[src/rtl/fetch_stage.sv]
// ============================================================================
// Module   : fetch_stage
// Brief    : Instruction-fetch stage with PC register and IF/ID pipeline
//            register for the 16-bit five-stage pipeline. Drives the
//            instruction-memory request, captures the returned instruction
//            and handles stall, memory-wait and branch-redirect cases.
// Options  : FETCH_PERF_EN - adds saturating stall_cnt / bubble_cnt outputs.
// Revision : 1.0 - initial release
// ============================================================================
`default_nettype none

module fetch_stage #(
  parameter int unsigned       ADDR_W   = 16,
  parameter int unsigned       INST_W   = 16,
  parameter logic [ADDR_W-1:0] RESET_PC = '0,
  parameter int unsigned       PC_INC   = 1,
  parameter logic [INST_W-1:0] NOP_INST = '0
) (
  input  logic              clk,
  input  logic              rst_n,
  input  logic              stallF,
  input  logic              stallD,
  input  logic              InstBranch,
  input  logic [ADDR_W-1:0] branch_target,
  input  logic [INST_W-1:0] imem_rdata,
  input  logic              imem_rdy,
  output logic [ADDR_W-1:0] imem_addr,
  output logic              imem_req,
  output logic [ADDR_W-1:0] pcF,
  output logic [INST_W-1:0] instD,
  output logic [ADDR_W-1:0] pcD,
  output logic [ADDR_W-1:0] pcPlusD,
  output logic              validD
`ifdef FETCH_PERF_EN
  ,
  output logic [15:0]       stall_cnt,
  output logic [15:0]       bubble_cnt
`endif
);

  localparam logic [ADDR_W-1:0] c_PC_INC     = ADDR_W'(PC_INC);
  localparam logic [ADDR_W-1:0] c_RESET_PLUS = RESET_PC + c_PC_INC;

  // Architectural state
  logic              req_q;
  logic [ADDR_W-1:0] pc_q,     pc_d;
  logic [INST_W-1:0] inst_q,   inst_d;
  logic [ADDR_W-1:0] pcd_q,    pcd_d;
  logic [ADDR_W-1:0] pcplus_q, pcplus_d;
  logic              valid_q,  valid_d;

  logic              w_acc;
  logic              w_bubble;
  logic [ADDR_W-1:0] w_pc_next_seq;

  // A fetch is accepted only when a request is outstanding, memory has the
  // data, and neither a stall nor a redirect wants the slot.
  assign w_acc         = req_q & imem_rdy & ~stallF & ~stallD & ~InstBranch;
  assign w_pc_next_seq = pc_q + c_PC_INC;   // wraps silently modulo 2^ADDR_W

  // Edges that write a bubble into IF/ID: flush, or no accepted fetch while decode advances
  assign w_bubble = InstBranch | (~stallD & ~w_acc);

  // Next-state for the PC: redirect beats stall, stall beats sequential advance
  always_comb begin
    pc_d = pc_q;
    if (InstBranch) begin
      pc_d = branch_target;
    end else if (w_acc) begin
      pc_d = w_pc_next_seq;
    end
  end

  // Next-state for IF/ID: flush, hold, load or bubble
  always_comb begin
    inst_d   = inst_q;
    pcd_d    = pcd_q;
    pcplus_d = pcplus_q;
    valid_d  = valid_q;
    if (InstBranch) begin
      // Wrong-path fetch is discarded; PC fields keep their last values.
      inst_d  = NOP_INST;
      valid_d = 1'b0;
    end else if (stallD) begin
      // Hold everything, including a held bubble.
    end else if (w_acc) begin
      inst_d   = imem_rdata;
      pcd_d    = pc_q;
      pcplus_d = w_pc_next_seq;
      valid_d  = 1'b1;
    end else begin
      inst_d  = NOP_INST;
      valid_d = 1'b0;
    end
  end

  // PC, request flag and IF/ID registers with asynchronous reset
  always_ff @(posedge clk or negedge rst_n) begin
    if (!rst_n) begin
      req_q    <= 1'b0;
      pc_q     <= RESET_PC;
      inst_q   <= NOP_INST;
      pcd_q    <= RESET_PC;
      pcplus_q <= c_RESET_PLUS;
      valid_q  <= 1'b0;
    end else begin
      req_q    <= 1'b1;
      pc_q     <= pc_d;
      inst_q   <= inst_d;
      pcd_q    <= pcd_d;
      pcplus_q <= pcplus_d;
      valid_q  <= valid_d;
    end
  end

  assign pcF       = pc_q;
  assign imem_addr = pc_q;
  assign imem_req  = req_q & ~stallF;
  assign instD     = inst_q;
  assign pcD       = pcd_q;
  assign pcPlusD   = pcplus_q;
  assign validD    = valid_q;

`ifdef FETCH_PERF_EN
  logic [15:0] stall_cnt_q;
  logic [15:0] bubble_cnt_q;

  // Saturating counters of stall cycles and bubble-writing edges
  always_ff @(posedge clk or negedge rst_n) begin
    if (!rst_n) begin
      stall_cnt_q  <= 16'h0000;
      bubble_cnt_q <= 16'h0000;
    end else begin
      if ((stallF | stallD) && (stall_cnt_q != 16'hFFFF)) begin
        stall_cnt_q <= stall_cnt_q + 16'h0001;
      end
      if (w_bubble && (bubble_cnt_q != 16'hFFFF)) begin
        bubble_cnt_q <= bubble_cnt_q + 16'h0001;
      end
    end
  end

  assign stall_cnt  = stall_cnt_q;
  assign bubble_cnt = bubble_cnt_q;
`endif

endmodule

`default_nettype wire
[config.mk]
export PLATFORM = sky130hd
export DESIGN_NAME = fetch_stage
export DESIGN_NICKNAME = d
export VERILOG_FILES = /design/src/rtl/fetch_stage.sv
export SDC_FILE = /design/constraint.sdc
export NUM_CORES = 1
export LEC_CHECK = 0
export ABC_AREA = 1
export CELL_PAD_IN_SITES_DETAIL_PLACEMENT = 1
export CELL_PAD_IN_SITES_GLOBAL_PLACEMENT = 2
export CORE_MARGIN = 5
export CORE_UTILIZATION = 27
export CTS_BUF_LIST = sky130_fd_sc_hd__clkbuf_8 sky130_fd_sc_hd__clkbuf_16
export DETAILED_ROUTE_END_ITERATION = 12
export PLACE_DENSITY = 0.85
export RECOVER_POWER = 100
export SLEW_MARGIN = 20
export SYNTH_ARGS = -nofsm -noshare
export SYNTH_HDL_FRONTEND = slang
export SYNTH_SLANG_ARGS = --single-unit
[constraint.sdc]
create_clock -name clk -period 2.7 [get_ports clk]
set_input_delay 0.81 -clock clk [delete_from_list [all_inputs] [get_ports clk]]
set_output_delay 0.81 -clock clk [all_outputs]
set_load 0.02 [all_outputs]
# Word level (Yosys, flattened, before mapping)
# Index checks and enable logic that the tools add are counted.
# totals
word_cells	26
out_inout_bits	82
regBits	66
# classes
n_addsub	1
bitwise_logic	8
n_eq_ne	1
reduce_logical	2
n_mux	8
# op_table
op	count
$mux W16	5
$add A16 B1 Y16 const B	1
$and A1 B1 Y1	5
$mux W1	3
$not A1 Y1	3
$reduce_and A3 Y1	1
$ne A2 B1 Y1 const B	1
$reduce_bool A2 Y1	1

# Depth between registers and ports, before layout
# logic_depth
word_depth	7
depth_mapped	8
depth_no_buf	7

# Least setup slack after synthesis
# OpenSTA, ideal clock, no wires.
# synth_path
path_type	input to output
from	input stallF
to	output imem_req
setup_slack_ns	0.787
t_arrival_ns	1.103
cell_stages	1
path_cell_list	nor2_1
# synth_between
elab_chain_len	2
# synth_rtl
item	line_no	source
start: declaration	21	input logic stallF,
$not A1 Y1	118	assign imem_req = req_q & ~stallF;
$and A1 B1 Y1	118	
end: declaration	28	output logic imem_req,
# Every way passes these cells.

# Worst setup path after layout
# Same ends and word-level chain as after synthesis.

==> out/summary.txt <==
WL met2 - 4.523 mm
Dominant cell type by area after synthesis - dfrtp_1
Synthesized flop and latch total - 66
Pin count of the biggest net entering global routing - 67
Layout cells sized above 1 - 6.472%
Core Area - 0.01142 sq mm
CP arrival - 1.70 ns
Synth-to-Final Area Change - 44.86%
Met1 wire length - 4.061 mm
Req. time, crit path - 1.89 ns
Sequential element share of the synthesized area - 52.63%
Clk sinks - 66
Postcts setup bufs - 0
Detailed Routing Iterations Pass 1 - 4
Die X - 117.9 um
Mapped Area - 0.003141 sq mm
Starting Density - 27.50%
Root buf cell - clkbuf_16
Final setup viols - 0
Max Fclk - 399.2 MHz
Critical path type - in -> out
Synth cell count leaders - nand2_1, dfrtp_1, nand3_1, inv_1, buf_4
Die height - 117.9 um
H-tree depth - 3
Crit path from - stallF
Port bufs - 119
Initial antenna violation count - 0
Detailed Place HPWL - 7.040 mm
Final worst slack - 0.1948 ns
Post-place setup slack - -0.09005 ns
Min Tclk post-route - 2.505 ns
Clk pin slew, worst setup/hold paths - 0.05 ns
Leakage - 2.369 nW
Status - finished, violations left
Gr usage total - 13.99%
Max cap viols - 1
RR Startpoint - req_q$_DFF_PN0_
DRC Markers - 0
Cell Rows - 39
CP cell instances - clkdlybuf4s50_1 -> nor2_1 -> dlygate4sd2_1
Ant. Diodes - 0
Violated checks - max-capacitance violations, max-slew violations
Vias per cell - 4.497
Synth warn - 0
Per-cell routed wire length - 15.31 um
Pwr per Cell Area - 662.7 mW/mm^2
Slew headroom - -10.19%
Pins Over Slew Limit - 67
Initial DRC count - 106
Longest Clk Path Bufs - 2
GRT Residual Overflow - 0
Clk_lat worst skew - 0.32 ns
Worst Hold Class - reg -> reg
Metal3 WL - 866 um
Placer congestion estimate - 0.7682
Vias - 2797
Top layer in use - met4
Mean post-synth cell area - 8.581 sq um
Pwr Total - 3.015 mW
Post-synth EDFFs - 0
IO Count - 120
VDD IR max - 256.2 uV
Final period util - 92.79%
Count of cell types in the netlist - 24
Crit-path max FO - 2
RSZ-0062 raised after global routing - false
Mapped Cells - 366
Worst Tran Pin Value - 1.653 ns
Vias in the first global route - 2995
Final net count - 513
DIE AREA - 0.01389 sq mm
Async SR Flop Fraction - 100.0%
Synth top area cells - dfrtp_1, nand2_1, nand3_1
Critical-path top delay cell - clkdlybuf4s50_1
DRT Wirelength - 9.523 mm
Prevailing post-synth register cell - dfrtp_1
DRT antenna net count - 0
Critical Path Max Stage Delay - 0.42 ns
Yosys top cell area share - 51.79%
Most numerous cell in the Yosys netlist - nand2_1
Hold buffers post-CTS - 0
Hold_sp - pcPlusD[0]$_DFFE_PN1P_
Worst Skew - 0.008456 ns
Synth Net Count - 405
CTS tree - done
Global-route wire length before repair - 15.80 mm
Crit. End Element - primary output
Startpoint Class - input port
Inserted Clock Buffers - 9
Hold Fails Final Rpt - 0
## timing repair
action | 4_1_cts | 5_1_grt
setup endpoints to repair | 1 | 0
endpoints found under the hold margin | 0 | 0
resized for setup | 1 | 0
## critical path, delay by kind of cell
family	cells	cell delay, ns
AND/OR/NAND/NOR	1	0.12
buffers and inverters	2	0.77
## cells in the final DEF (no fill, tap or decap), drive strengths merged, types with 6 or more instances in the layout
master and n:
inv 33, nand3 48, dfrtp 65, dlygate4sd3 82, nand2 139, buf 7
o21ai 22, o211ai 6, clkdlybuf4s50 35, nor2 14, clkbuf 12
## flip-flops by register name, indices dropped and copies added (netlist names)
| register | count |
|---|---|
| imem_addr | 16 |
| pcPlusD | 16 |
| instD | 16 |
| req_q | 1 |
| pcD | 16 |
| validD | 1 |
## through the flow
step           setup TNS (ns)  std cells  area, sq um  hold WS [ns]  utilization, %
2_1_floorplan               0        366         3141        0.4942               -
5_1_grt                     0        622         4549        0.4851           39.84
4_1_cts                     0        622         4623        0.4708           40.49
3_3_place_gp         -0.05792        606         4359        0.4582           38.18
3_5_place_dp         -0.09005        606         4359        0.4642           38.18
6_report                    0        622         4549        0.4626           39.84
## logic make-up (layout without fill, tap and decap cells)
family / Yosys count / count (layout) / share of synthesized area (%)
flip-flops: 66 / 66 / 52.63
other: 1 / 1 / 0.1194
XOR/XNOR: 3 / 3 / 0.8368
AND/OR/NAND/NOR: 205 / 205 / 27.97
buffers and inverters: 61 / 174 / 11.19
adder cells (fa/ha/maj): 1 / 1 / 0.3983
AO/OA/AOI/OAI: 29 / 29 / 6.853
## routing by layer
metal	up-vias	track usage, %
met1	1353	16.68
met3	6	6.535
met4	0	3.656
li1	1361	-
met2	77	22.77
met5	-	0
## power by group
part / switching [mW] / internal, mW / total [mW]
combinational: 0.427 / 0.329 / 0.756
sequential: 0.0999 / 1.12 / 1.22
clock: 0.404 / 0.631 / 1.04
## final timing paths
path | to | slack, ns | depth (start not counted)
worst max-delay path | imem_req | 0.19 | 3
worst min-delay path | pcPlusD[0]$_DFFE_PN1P_ | 0.46 | 2
worst max register to register | imem_addr[14]$_DFFE_PN0P_ | 0.98 | 5
worst min register to register | pcPlusD[0]$_DFFE_PN1P_ | 0.46 | 2
max in group asynchronous | imem_addr[1]$_DFFE_PN0P_ | 0.70 | 2
min in group asynchronous | pcD[2]$_DFFE_PN0P_ | 0.97 | 2
## layout make-up
cell class / instances / area (sq um)
clock buffer: 10 / 239.0
clock inverter: 6 / 26.28
sequential: 66 / 1653
fill: 1366 / 6869
timing repair buffer: 127 / 1252
tap: 143 / 178.9
inverter: 31 / 120.1
multi-input combinational: 239 / 1080
(Power assumes the default switching activity.)
